## src/rtl/muldiv_unit.sv

```systemverilog
// muldiv_unit: iterative radix-2 multiply/divide unit with architectural HI/LO registers.
//   clk, rst          : clock, synchronous active-high reset
//   start, op, a, b   : launch mult(00)/multu(01)/div(10)/divu(11) on operands a (rs), b (rt)
//   mthi, mtlo, wdata : direct HI/LO writes while idle
//   busy, done        : operation in flight / one-cycle result-ready pulse
//   hi, lo            : architectural HI/LO registers
module muldiv_unit #(
   parameter int WIDTH = 32,
   parameter int CNT_W = 6
) (
   input  logic             clk,
   input  logic             rst,
   input  logic             start,
   input  logic [1:0]       op,
   input  logic [WIDTH-1:0] a,
   input  logic [WIDTH-1:0] b,
   input  logic             mthi,
   input  logic             mtlo,
   input  logic [WIDTH-1:0] wdata,
   output logic             busy,
   output logic             done,
   output logic [WIDTH-1:0] hi,
   output logic [WIDTH-1:0] lo
);
   localparam logic [1:0] IDLE = 2'd0;
   localparam logic [1:0] RUN  = 2'd1;
   localparam logic [1:0] FIN  = 2'd2;
   logic [1:0]         state;
   logic [CNT_W-1:0]   cnt;
   logic               is_div;
   logic               neg_q;
   logic               neg_r;
   logic               dz;
   logic [WIDTH-1:0]   opb;
   logic [2*WIDTH-1:0] acc;
   logic               sgn;
   logic [WIDTH-1:0]   a_abs;
   logic [WIDTH-1:0]   b_abs;
   logic [WIDTH:0]     msum;
   logic [WIDTH:0]     trial;
   logic [2*WIDTH-1:0] mul_next;
   logic [2*WIDTH-1:0] div_next;
   logic [2*WIDTH-1:0] prod;
   logic [WIDTH-1:0]   quot;
   logic [WIDTH-1:0]   rem;
   assign busy  = state != IDLE;
   assign sgn   = ~op[0];
   assign a_abs = (sgn && a[WIDTH-1]) ? -a : a;
   assign b_abs = (sgn && b[WIDTH-1]) ? -b : b;
   // Multiply: acc = {partial product, remaining multiplier bits}; the extra sum bit is the carry.
   assign msum     = {1'b0, acc[2*WIDTH-1:WIDTH]} + (acc[0] ? {1'b0, opb} : '0);
   assign mul_next = {msum, acc[WIDTH-1:1]};
   // Divide: acc = {partial remainder, dividend bits / quotient bits}; trial[WIDTH] is the borrow.
   assign trial    = acc[2*WIDTH-1:WIDTH-1] - {1'b0, opb};
   assign div_next = trial[WIDTH] ? {acc[2*WIDTH-2:0], 1'b0}
                                  : {trial[WIDTH-1:0], acc[WIDTH-2:0], 1'b1};
   assign prod = neg_q ? -acc : acc;
   // Divide by zero leaves the all-ones quotient untouched by sign correction.
   assign quot = dz ? '1 : (neg_q ? -acc[WIDTH-1:0] : acc[WIDTH-1:0]);
   assign rem  = neg_r ? -acc[2*WIDTH-1:WIDTH] : acc[2*WIDTH-1:WIDTH];
   always_ff @(posedge clk) begin
      if (rst) begin
         state  <= IDLE;
         cnt    <= '0;
         is_div <= 1'b0;
         neg_q  <= 1'b0;
         neg_r  <= 1'b0;
         dz     <= 1'b0;
         opb    <= '0;
         acc    <= '0;
         done   <= 1'b0;
         hi     <= '0;
         lo     <= '0;
      end else begin
         done <= 1'b0;
         case (state)
            IDLE: begin
               if (start) begin
                  state  <= RUN;
                  cnt    <= '0;
                  is_div <= op[1];
                  neg_q  <= sgn && (a[WIDTH-1] ^ b[WIDTH-1]);
                  neg_r  <= op[1] && sgn && a[WIDTH-1];
                  dz     <= op[1] && (b == '0);
                  opb    <= b_abs;
                  acc    <= {{WIDTH{1'b0}}, a_abs};
               end else begin
                  if (mthi) hi <= wdata;
                  if (mtlo) lo <= wdata;
               end
            end
            RUN: begin
               acc <= is_div ? div_next : mul_next;
               cnt <= cnt + CNT_W'(1);
               if (cnt == CNT_W'(WIDTH - 1)) state <= FIN;
            end
            FIN: begin
               hi    <= is_div ? rem : prod[2*WIDTH-1:WIDTH];
               lo    <= is_div ? quot : prod[WIDTH-1:0];
               done  <= 1'b1;
               state <= IDLE;
            end
            default: state <= IDLE;
         endcase
      end
   end
endmodule

```

## config.mk

```make
export PLATFORM = sky130hd
export DESIGN_NAME = muldiv_unit
export DESIGN_NICKNAME = d
export VERILOG_FILES = /design/src/rtl/muldiv_unit.sv
export SDC_FILE = /design/constraint.sdc
export NUM_CORES = 1
export LEC_CHECK = 0
export BUFFER_PORTS_ARGS = -buffer_cell sky130_fd_sc_hd__buf_2
export CORE_AREA = 2 2 186 324
export DETAILED_ROUTE_END_ITERATION = 6
export DIE_AREA = 0 0 188 326
export PLACE_DENSITY = 0.45
export SLEW_MARGIN = 30
export SYNTH_ARGS = -nofsm -noshare
export SYNTH_HDL_FRONTEND = slang
export SYNTH_SLANG_ARGS = --single-unit
```

## constraint.sdc

```tcl
create_clock -name clk -period 6.8 [get_ports clk]
set_input_delay 1.7 -clock clk [delete_from_list [all_inputs] [get_ports clk]]
set_output_delay 1.7 -clock clk [all_outputs]
set_load 0.05 [all_outputs]
```

==> impl_metrics.csv <==
group,metric,value,unit
setup_path,crit_family,"compound AO/OA/AOI/OAI gates",
setup_path,crit_required,7.17,ns
layout,fin_nets,2066,
yosys,yosysWarningCount,0,
drt,dr.pass1.iters,5,
die,die_h,326,um
clock_network,holdBufCountCts,0,
clock_network,postCtsSetupBuffers,0,
setup_path,crit_path_cell_trace,"buf_4, inv_1, ha_1, fa_1, nand2b_1, a21oi_1, o21ai_0, o211ai_1, o2111a_1, nor3_2, nor2_2, buf_4, mux2_2, o221ai_1",
global_routing,grt_remaining_overflow,0,
die,core.rowCount,118,
timing,hold_violations,0,
yosys,post-synth-top-count-cell,"nor2_1",
setup_path,end_kind,"flip-flop",
clock_network,htree_levels,4,
placed_design,place_congestion,0.905,
placed_design,port_buffers,168,
yosys,synth-edff-count,0,
worst_hold_path,min_path_type,"flip-flop to flip-flop",
drt,vias,13800,
setup_path,r2r_slack,2.25,ns
drt,drt_wl_total,57400,um
setup_path,cpPeakStageDelay,0.71,ns
drt,drt_iter0_markers,804,
setup_path,cp_num_buf_inv,3,
setup_path,critPathArrivalTime,4.92,ns
clock_network,cts_tree,"yes",
timing,tightest_slew,0.936,ns
die,initial_core_util,0.236,
drt,ant_nets,0,
clock_network,numCtsBuffers,17,
power,p_per_area,190,nW/um2
die,io_pins,169,
yosys,synth_area_leaders,"dfxtp_1, xnor2_1, ha_1, mux2i_1, a21oi_1",
drt,wl_per_cell,21.3,um
status,status,"finished, final reports clean",
global_routing,grt_pass1_vias,14000,
power,cellLeakagePower,6.28,nW
setup_path,cp_max_fo,15,
timing,fmax,220,MHz
placed_design,place_area,15400,um2
yosys,yosysTopAreaCell,"dfxtp_1",
yosys,ys_top_cells_by_count,"nor2_1, dfxtp_1, a21oi_1",
timing,maxSlewHeadroom,0.374,
yosys,syn_area_per_cell,7.69,um2
timing,tns,0,ns
setup_path,startpoint_type,"flip-flop",
yosys,async_flop_share,0,
yosys,ys_seq_elements,173,
clock_network,ctsResizeCount,0,
layout,area_growth_syn_to_layout,14.9,%
drt,avgViaCountPerCell,5.15,
clock_network,clk_pin_slew,0.08,ns
yosys,syn_nets,1984,
yosys,synth_cell_types,80,
layout,nFillCells,6465,
placed_design,dp_hpwl,45400,um
timing,whs,0.449,ns
yosys,syn_area,13900,um2
global_routing,grt_max_degree,83,
timing,setup_viol,0,
setup_path,worstSetupPathType,"flip-flop to flip-flop",
setup_path,cp_common_cell,"buf_4",
yosys,synthCells,1810,
yosys,synth-main-ff-cell,"dfxtp_1",
clock_network,root_buffer,"clkbuf_16",
timing,period_minus_slack,4.55,ns
timing,slew_viol_final,0,
clock_network,clock_sink_count,173,
layout,fin_area,16000,um2
clock_network,clock_path_buffers,2,
timing,finClkSkew,0.0173,ns
die,die-area,61300,um2
job,maxCapViolCount,0,
global_routing,grt_antenna_before_repair,6,
power,ir_drop,0.135,mV
die,core-area,58900,um2
die,die_x,188,um
yosys,synth_top_area_frac,0.249,
timing,rsz0062_at_grt,"no",
drt,drc_errors,0,
yosys,ys_seq_area_frac,0.249,
layout,layout-drive-gt1-share,0.133,
global_routing,grt_pass1_wl,86100,um
timing,layout_worst_path_cycle_share,0.669,
global_routing,track_usage,0.185,
clock_network,insertion_delay,0.47,ns
layout,fin_util,0.271,
setup_path,cp_slowest_cell,"nor2_2",
## metrics by stage
step	std cells	power, mW	setup slack, ns
after detailed placement	2653	2.04	2.21
after CTS	2685	3.07	2.28
after global placement	2653	2.04	2.28
final	2689	3.04	2.25
after floorplan	1810	1.73	2.73
after global routing	2686	3.18	1.92
## registers in the layout, indices dropped and copies added (netlist names)
name    cells
acc        64
hi         32
lo         32
opb        32
cnt         6
state       2
done        1
dz          1
is_div      1
neg_q       1
neg_r       1
## final timing paths
kind / from / endpoint / cells past startpoint
worst min-delay path: lo[29] / lo[29] / 2
worst max register to register: acc[31] / acc[32] / 14
worst max-delay path: acc[31] / acc[32] / 14
worst min register to register: lo[29] / lo[29] / 2
## layer usage
metal	GRT usage	vias up	wire (um)
met5	0	-	20
met3	0.0284	117	2080
met2	0.357	343	30900
met1	0.175	6567	19900
met4	0.132	4	4420
li1	-	6811	-
## final cells by class
class                           instances  area, um2  area share
Clock inverter                         12        138     0.00861
Antenna cell                            4       10.0    0.000626
Timing Repair Buffer                  182        948      0.0593
Inverter                               66        248      0.0155
Tap cell                              780        976      0.0610
Sequential cell                       173       3460       0.217
Multi-Input combinational cell       1452       9760       0.610
Clock buffer                           20        447      0.0279
## cells by family after synthesis
| kind of cell | synth area share |
|---|---|
| multiplexers | 0.0577 |
| XOR/XNOR | 0.106 |
| flip-flops | 0.249 |
| AND/OR/NAND/NOR | 0.181 |
| AO/OA/AOI/OAI | 0.287 |
| adder cells (fa/ha/maj) | 0.0649 |
| buffers and inverters | 0.0545 |
## report_power, final
group	switching, mW	internal, mW	leakage [nW]
Combinational	0.561	0.295	4.59
Clock	0.474	0.554	0.275
Sequential	0.0846	1.07	1.42
Total	1.12	1.92	6.28
## cells in the final DEF (no fill, tap or decap), types with 15 or more instances in the layout
master	count
a211oi_1	102
a21o_1	32
a21oi_1	154
a22oi_1	16
a31oi_1	16
buf_2	167
buf_4	15
clkbuf_16	17
dfxtp_1	172
ha_1	69
inv_1	66
mux2i_1	78
nand2_1	133
nand2b_1	18
nand3_1	19
nor2_1	189
nor2b_1	18
nor3_1	54
o211ai_1	16
o21ai_0	110
o221ai_1	32
o31ai_1	18
or3_1	18
xnor2_1	106
xor2_1	62
## tightest hold or removal path, cell delays in order, from the launching register on
cell and delay, ns:
dfxtp_1 0.31, nand2_1 0.05, a21oi_1 0.05
Power figures use the tool's default switching activity.
